### src/rtl/icache_pkg.sv
// Shared definitions for the instruction cache.
//   - Default geometry: address width, instruction width, index bits.
//   - Controller state encoding (IC_IDLE / IC_FETCH / IC_ABORT).
package icache_pkg;

  localparam int unsigned ICACHE_ADDR_WIDTH = 32;
  localparam int unsigned ICACHE_INST_WIDTH = 32;
  localparam int unsigned ICACHE_INDEX_BITS = 6;

  typedef enum logic [1:0] {
    IC_IDLE  = 2'd0,  // serving hits, may launch a miss
    IC_FETCH = 2'd1,  // miss outstanding, word will be forwarded to fetch
    IC_ABORT = 2'd2   // miss outstanding, forward cancelled by a flush
  } ic_state_e;

endpackage

### src/rtl/icache.sv
// Direct-mapped, read-only instruction cache, one word per line.
// Hits are answered combinationally from the line arrays. A miss issues a
// single-word read to the memory controller, fills the line and forwards the
// returned word to fetch one cycle after the memory pulse. A flush during a
// miss cancels the forward but the memory read still completes and fills.
//
// Ports:
//   clk, rst_in      clock, synchronous active-high reset
//   rdy_in           global ready; low freezes all state
//   next_PC          fetch address (bits [1:0] ignored)
//   next_inst        fetch request strobe
//   flush            pipeline flush
//   cache_rdy        hit this cycle (combinational)
//   inst_out_cache   hit data
//   mem_rdy          one-cycle pulse: miss data forwarded
//   inst_out_mem     forwarded fill data (registered)
//   ic2mem_en        memory read request, level-held
//   ic2mem_addr      word-aligned miss address
//   mem2ic_rdy       memory read data valid pulse
//   mem2ic_data      memory read data
module icache
  import icache_pkg::*;
#(
  parameter int ADDR_WIDTH = ICACHE_ADDR_WIDTH,
  parameter int INST_WIDTH = ICACHE_INST_WIDTH,
  parameter int INDEX_BITS = ICACHE_INDEX_BITS
) (
  input  logic                  clk,
  input  logic                  rst_in,
  input  logic                  rdy_in,
  input  logic [ADDR_WIDTH-1:0] next_PC,
  input  logic                  next_inst,
  input  logic                  flush,
  output logic                  cache_rdy,
  output logic [INST_WIDTH-1:0] inst_out_cache,
  output logic                  mem_rdy,
  output logic [INST_WIDTH-1:0] inst_out_mem,
  output logic                  ic2mem_en,
  output logic [ADDR_WIDTH-1:0] ic2mem_addr,
  input  logic                  mem2ic_rdy,
  input  logic [INST_WIDTH-1:0] mem2ic_data
);

  localparam int LINES = 1 << INDEX_BITS;
  localparam int TAG_W = ADDR_WIDTH - INDEX_BITS - 2;

  // Line storage: valid bits are reset, tag and data arrays are not.
  logic [LINES-1:0]      valid_q;
  logic [TAG_W-1:0]      tag_q  [LINES];
  logic [INST_WIDTH-1:0] data_q [LINES];

  ic_state_e             state_q, state_d;
  logic                  ic2mem_en_q, ic2mem_en_d;
  logic [ADDR_WIDTH-1:0] ic2mem_addr_q, ic2mem_addr_d;
  logic                  mem_rdy_q, mem_rdy_d;
  logic [INST_WIDTH-1:0] inst_out_mem_q, inst_out_mem_d;
  logic                  fill_we;

  logic [INDEX_BITS-1:0] req_idx;
  logic [TAG_W-1:0]      req_tag;
  logic [INDEX_BITS-1:0] fill_idx;
  logic [TAG_W-1:0]      fill_tag;
  logic                  line_hit;
  logic                  pc_offset_unused;

  assign req_idx  = next_PC[INDEX_BITS+1:2];
  assign req_tag  = next_PC[ADDR_WIDTH-1:INDEX_BITS+2];
  // The line being filled is named by the latched miss address, not by
  // whatever fetch is presenting now.
  assign fill_idx = ic2mem_addr_q[INDEX_BITS+1:2];
  assign fill_tag = ic2mem_addr_q[ADDR_WIDTH-1:INDEX_BITS+2];

  // Byte offset within the word plays no part in lookup.
  assign pc_offset_unused = ^next_PC[1:0];

  assign line_hit = valid_q[req_idx] && (tag_q[req_idx] == req_tag);

  assign cache_rdy      = rdy_in && next_inst && (state_q == IC_IDLE) && line_hit;
  assign inst_out_cache = data_q[req_idx];
  // The forward pulse is held in its register while stalled and only shown
  // once the pipeline is ready to take it.
  assign mem_rdy        = rdy_in && mem_rdy_q;
  assign inst_out_mem   = inst_out_mem_q;
  assign ic2mem_en      = ic2mem_en_q;
  assign ic2mem_addr    = ic2mem_addr_q;

  // NOTE: every signal driven here gets a default before the case statement,
  // so no path leaves one unassigned and no latch is inferred.
  always_comb begin
    state_d        = state_q;
    ic2mem_en_d    = ic2mem_en_q;
    ic2mem_addr_d  = ic2mem_addr_q;
    mem_rdy_d      = 1'b0;
    inst_out_mem_d = inst_out_mem_q;
    fill_we        = 1'b0;

    case (state_q)
      IC_IDLE: begin
        // A flush in IDLE only suppresses the launch; a hit is still shown.
        if (next_inst && !line_hit && !flush) begin
          ic2mem_addr_d = {next_PC[ADDR_WIDTH-1:2], 2'b00};
          ic2mem_en_d   = 1'b1;
          state_d       = IC_FETCH;
        end
      end

      IC_FETCH: begin
        if (mem2ic_rdy) begin
          fill_we     = 1'b1;
          ic2mem_en_d = 1'b0;
          state_d     = IC_IDLE;
          // A flush arriving with the data still fills but drops the forward.
          if (!flush) begin
            mem_rdy_d      = 1'b1;
            inst_out_mem_d = mem2ic_data;
          end
        end else if (flush) begin
          state_d = IC_ABORT;
        end
      end

      IC_ABORT: begin
        if (mem2ic_rdy) begin
          fill_we     = 1'b1;
          ic2mem_en_d = 1'b0;
          state_d     = IC_IDLE;
        end
      end

      default: begin
        ic2mem_en_d = 1'b0;
        state_d     = IC_IDLE;
      end
    endcase
  end

  // NOTE: sequential state is updated with non-blocking assignments so every
  // register samples pre-edge values regardless of block ordering.
  always_ff @(posedge clk) begin
    if (rst_in) begin
      state_q        <= IC_IDLE;
      ic2mem_en_q    <= 1'b0;
      ic2mem_addr_q  <= '0;
      mem_rdy_q      <= 1'b0;
      inst_out_mem_q <= '0;
      valid_q        <= '0;
    end else if (rdy_in) begin
      state_q        <= state_d;
      ic2mem_en_q    <= ic2mem_en_d;
      ic2mem_addr_q  <= ic2mem_addr_d;
      mem_rdy_q      <= mem_rdy_d;
      inst_out_mem_q <= inst_out_mem_d;
      if (fill_we) begin
        valid_q[fill_idx] <= 1'b1;
      end
    end
  end

  // NOTE: tag and data arrays carry no reset; a cleared valid bit already
  // hides stale contents, and leaving them unreset lets them map to RAM.
  always_ff @(posedge clk) begin
    if (!rst_in && rdy_in && fill_we) begin
      tag_q[fill_idx]  <= fill_tag;
      data_q[fill_idx] <= mem2ic_data;
    end
  end

endmodule

### config.mk
export PLATFORM = sky130hd
export DESIGN_NAME = icache
export DESIGN_NICKNAME = d
export VERILOG_FILES = /design/src/rtl/icache_pkg.sv /design/src/rtl/icache.sv
export SDC_FILE = /design/constraint.sdc
export NUM_CORES = 2
export LEC_CHECK = 0
export BUFFER_PORTS_ARGS = -buffer_cell sky130_fd_sc_hd__buf_2
export CAP_MARGIN = 20
export CORE_AREA = 2 2 647 971
export CTS_BUF_LIST = sky130_fd_sc_hd__clkbuf_4 sky130_fd_sc_hd__clkbuf_8
export CTS_CLUSTER_DIAMETER = 200
export DETAILED_ROUTE_END_ITERATION = 10
export DIE_AREA = 0 0 649 973
export SLEW_MARGIN = 20
export SYNTH_ARGS = -nofsm -noshare
export SYNTH_HDL_FRONTEND = slang
export SYNTH_SLANG_ARGS = --single-unit
### constraint.sdc
create_clock -name clk -period 11.6 [get_ports clk]
set_input_delay 3.48 -clock clk [delete_from_list [all_inputs] [get_ports clk]]
set_output_delay 3.48 -clock clk [all_outputs]
set_load 0.005 [all_outputs]
# Yosys cells after proc, flatten, opt, wreduce, memory -nomap -nowiden
# Memories as Yosys holds them, arrays and structs flattened.
# Index checks and enable logic that the tools add are counted.
[totals]
ramBits = 3584
n_memories = 2
input_bits = 70
ff_bits = 130
output_inout_bits = 99
elab_cells = 59
[mem_list]
columns = ["memory", "depth", "width", "read_ports", "rd_clocked_by_memory_dff", "wr", "line_no", "text"]
rows = [
  ["data_q", 64, 32, 1, 0, 1, "icache.sv:50", "logic [INST_WIDTH-1:0] data_q [LINES];"],
  ["tag_q", 64, 24, 1, 0, 1, "icache.sv:49", "logic [TAG_W-1:0] tag_q [LINES];"],
]
[op_classes]
bitwise = 2
eq_ne = 7
n_reduce_logical = 20
magnitude_cmp = 3
n_mux = 19
[op_table]
columns = ["op", "count"]
rows = [
  ["bitwise OR 64 bit", 1],
  ["== test 24 bit", 1],
  ["< comparator 6 x 7 -> 1 bit (second input constant)", 2],
  ["2-to-1 mux 1 bit", 11],
  ["logical AND 1 bit", 10],
  ["2-to-1 mux 2 bit", 4],
  ["AND reduction 4 bit", 2],
  ["binary-select mux 1 bit (select 6 bit)", 1],
  ["demux 1 bit (select 6 bit)", 1],
  ["greater-or-equal comparator 6 x 1 -> 1 bit (second input constant)", 1],
  ["one-hot mux 2 bit (3 select lines)", 1],
  ["AND reduction 3 bit", 2],
  ["!= test 2 x 1 -> 1 bit (second input constant)", 2],
  ["zero test 1 bit", 3],
  ["!= test 3 bit (second input constant)", 1],
  ["== test 2 x 1 -> 1 bit (second input constant)", 1],
  ["== test 2 bit (second input constant)", 1],
  ["zero test 2 bit", 1],
  ["!= test 2 bit (second input constant)", 1],
  ["one-hot mux 1 bit (2 select lines)", 1],
  ["AND reduction 2 bit", 1],
  ["OR reduction 2 bit", 1],
  ["NOT 1 bit", 1],
]

# Longest topological paths before layout
[depth]
ltp_word = 8
depth_mapped = 19
depth_no_buf = 11

# Worst setup path before layout
# OpenSTA, ideal clock, no wires.
[synth_timing]
path_type = "in2out"
startpoint = "in next_PC[2]"
endpoint = "out inst_out_cache[13]"
n_path_buf = 8
t_required_ns = 8.120
setup_slack_ns = 1.365
path_stages = 11
arrival_time_ns = 6.755
cell_sequence = "buf_2 > buf_6 > buf_4 > buf_4 > buf_4 > buf_4 > buf_2 > clkbuf_1 > mux4_2 > mux4_2 > mux4_2"
[synth_via]
elab_chain_len = 1
[synth_lines]
columns = ["element", "line_no", "text"]
rows = [
  ["start: declaration", "icache.sv:31", "input logic [ADDR_WIDTH-1:0] next_PC,"],
  ["memory (64 x 32 bit)", "--", ""],
  ["end: declaration", "icache.sv:35", "output logic [INST_WIDTH-1:0] inst_out_cache,"],
]
# No other way between the ends.

# Worst setup path in the final report
[layout_timing]
startpoint = "in next_PC[2]"
endpoint = "out cache_rdy"
[layout_via]
elab_chain_len = 4
elab_cells_between_ends = 6
cone_classes = "eq/ne (1); mux (2); reduce/logical (2); memory (1)"
[layout_lines]
columns = ["element", "line_no", "text"]
rows = [
  ["memory (64 x 24 bit) / binary-select mux 1 bit (select 6 bit) (equally long branches)", "--", ""],
  ["== test 24 bit / 2-to-1 mux 1 bit (equally long branches)", "icache.sv:76", "assign line_hit = valid_q[req_idx] && (tag_q[req_idx] == req_tag);"],
  ["logical AND 1 bit (*)", "icache.sv:76", ""],
  ["logical AND 1 bit (*)", "icache.sv:78", "assign cache_rdy = rdy_in && next_inst && (state_q == IC_IDLE) && line_hit;"],
  ["end: declaration", "icache.sv:34", "output logic cache_rdy,"],
]
# Every way passes the cells marked *; elsewhere a longest branch is shown, timed or not. The select of a mux whose other input is x is not followed.

==> impl_results.md <==
* Clock tree root buffer cell: clkbuf_8
* Yosys warns at 0
* Tmin final at 11,400 ps
* Crit path DAT at ~7900 ps
* Cell area after synthesis at 143,000 um^2
* Worst Setup SP: next_PC[2]
* Fin area at 166,000 um^2
* Hold-fix buffers, CTS at 0
* Final WL at 456,000 um
* Die H at 973 um
* Largest net degree at the start of global routing at 104
* Setup TNS at 0 ps
* Residual DRC at 0
* CP delay by family, top: compound AO/OA/AOI/OAI gates
* CP Capture Type: output pin
* Post-route antenna net violation count at 0
* Clock skew at 133 ps
* CTS tree: built
* Drt initial violations at 9,100
* Vias in the first global route at 74,150
* Slew HR at 18.7%
* Synth area leader: edfxtp_1
* CTS max path bufs at 4
* CTS sink count at around 3,700
* Sequential cell area fraction in the yosys report at roughly 77%
* Total placed instance area at 156,000 um^2
* Critical path depth at 16
* DP HPWL at 254,000 um
* Largest incremental delay on the critical path at 750 ps
* Core area at 622,000 um^2
* CP most frequent cell: buf_4
* Remaining Overflow, GRT at 0
* Cells after Synth at 6,387
* First-pass GRT wire length at between 600,000 and 700,000 um
* Number of detailed-route iterations in the first pass at 6
* DIE AREA at 631,000 um^2
* Max IR drop VDD at 0.115 mV
* Ys flop type: edfxtp_1
* Max-Cap Viols at 0
* #FFs+latches synth at 3,714
* Status: completed
* Antenna violations before repair at 61
* Cells resized by post-CTS repair at 0
* H-tree levels at 6
* Critical-path top delay cell: a2111oi_0
* Worst Setup Path Type: primary input to output pin
* Netlist cell types at 87
* Worst-path clk slew at 60 ps
* Final Hold Fails at 0
* Hold Crit Class: flop to flop
* Worst R2R End: ic2mem_addr[21]
* Final slew viol count at 0
* Post-CTS setup buffers at 0
* Row count at 355
* Placed Cells at approximately 15,000
* Number of I/O port buffers at roughly 160
* Final GP Congestion at roughly 0.81
* Vias/cell at 4.66
* Worst-path fanout max at 38
* Crit share post-route at between 90% and 100%
* CTS Buf Count at between 500 and 600
* Reg2Reg Depth at 15
* F_max at 0.0877 GHz
* Initial Util at 23.0%
* Reg2reg start: tag_q[56][16]
* Area Growth Syn to Fin at 16.4%
* Synthesized area per cell at 22.4 um^2
* End point of the critical path: cache_rdy
* Critical path cell sequence: buf_8, buf_12, mux4_2, nand2_1, a21oi_1, a2111oi_0, o21ai_1, buf_4, xor2_1, a2111oi_0, buf_4, and2_1, nand2_1, nor2_1, buf_4, buf_2
* Layout cells sized above 1 at 32.2%
* Top cells by area, synth: edfxtp_1, mux4_2, mux2i_1
* WP data required at 8120 ps
* Startpoint Class: primary input
* Nets at slightly above 7,000
* Ys async rst share at 0%
* # setup viols final at 0
* Total GRT Usage at 13.9%
* Post-synth top area share at around three quarters
* DR WL/cell at 29.1 um
* CP bufs+invs at 6
* Die width at 649 um
* Slew @ Worst Pin at 1220 ps
* Pwr/cell area at 158 nW/um^2
* Leakage at 49.1 nW
* Final Instance Count excl. Fillers at approximately 16,000
* FF-to-FF setup slack at 6820 ps
* RSZ-0062 raised after global routing: no
* I/O pins at roughly 170
* Routed via count at 73,072
* Post-synth EDFFs at ~3,600
* Clk_lat worst skew at between 1000 and 1500 ps
* Final total power at 26.3 mW
==> tightest hold or removal path, stage by stage, from the launching register on <==
cell	delay [ps]
dfxtp_1	310
nand2_1	50
a21oi_1	50
==> report_power, final <==
| part | internal [mW] | switching [mW] |
|---|---|---|
| logic | 0.484 | 0.748 |
| registers | 14.7 | 0.0292 |
| clock network | 5.25 | 5.09 |
| total | 20.4 | 5.86 |
==> cell families after synthesis <==
| logic type | count (synthesis) | share of synthesized area [%] |
|---|---|---|
| simple gates | 517 | 1.82 |
| other cells | 1 | 0.00263 |
| compound gates | 424 | 2.04 |
| buf+inv | 444 | 1.62 |
| fa+ha+maj | 3 | 0.0263 |
| mux | 1262 | 17.2 |
| xor+xnor | 22 | 0.135 |
| flops | 3714 | 77.2 |
==> cell type report <==
class	count	area, um^2
Fill cell	61347	456000
Antenna cell	18	45.0
Multi-Input combinational cell	2230	30800
Clock buffer	716	8850
Inverter	76	293
Clock inverter	226	1500
Timing Repair Buffer	503	4220
Tap cell	8211	10300
Sequential cell	3714	110000
==> stage by stage <==
stage	util, %	hold WS, ps	worst slack, ps
after floorplan	-	445	1370
after global placement	25.0	445	-179
after detailed placement	25.0	445	18.8
after CTS	26.7	453	3.37
after global routing	26.7	480	35.6
final	26.7	455	197
==> cells in the mapped netlist (all sizes together) (4+ instances only) <==
cell type,instances
nand3,45
mux2i,302
a221oi,10
o221ai,6
clkbuf,153
buf,213
and3,7
or4,4
a22o,13
o211ai,5
o31ai,4
or3b,7
a211oi,23
nand2b,31
mux2,10
or2b,39
a2bb2oi,6
dfxtp,130
nor2,104
a22oi,100
mux4,950
nand4,9
xor2,10
a311oi,5
o22ai,85
nand3b,9
nand2,177
xnor2,12
and2,8
nor2b,34
nor3b,5
a31oi,25
a21oi,83
a2111oi,7
nor3,19
edfxtp,3584
nor4,10
inv,74
o21ai,22
==> worst min-delay path by stage <==
stage                     startpoint          endpoint  cells after the start
global placement    inst_out_mem[10]  inst_out_mem[10]                      2
finish               inst_out_mem[4]   inst_out_mem[4]                      2
global route         inst_out_mem[1]   inst_out_mem[1]                      2
floorplan                  mem_rdy_q         mem_rdy_q                      2
detailed placement  inst_out_mem[15]  inst_out_mem[15]                      2
CTS                 inst_out_mem[15]  inst_out_mem[15]                      2
==> placed cells by master (no fill, tap or decap), types with 100 or more instances in the layout <==
master       n
edfxtp_1  3584
clkinv_1   131
nand2_1    177
dfxtp_1    106
clkbuf_8   556
clkbuf_4   161
buf_2      143
buf_4      294
mux4_2     944
mux2i_1    302
a22oi_1    100
==> metal layers <==
metal	global-route usage [%]	up-vias	share of wire [%]
li1	-	28355	-
met1	16.3	39627	36
met2	24.3	4052	51
met3	2.74	1016	8.1
met4	6.81	22	5.3
met5	0	-	0.030
==> registers in the layout, summed over array words and instances, names as in the netlist <==
name,count
mem_rdy_q,1
valid_q,64
inst_out_mem,32
data_q,2048
tag_q,1536
ic2mem_addr,30
state_q,2
ic2mem_en,1
Power figures use the tool's default switching activity.
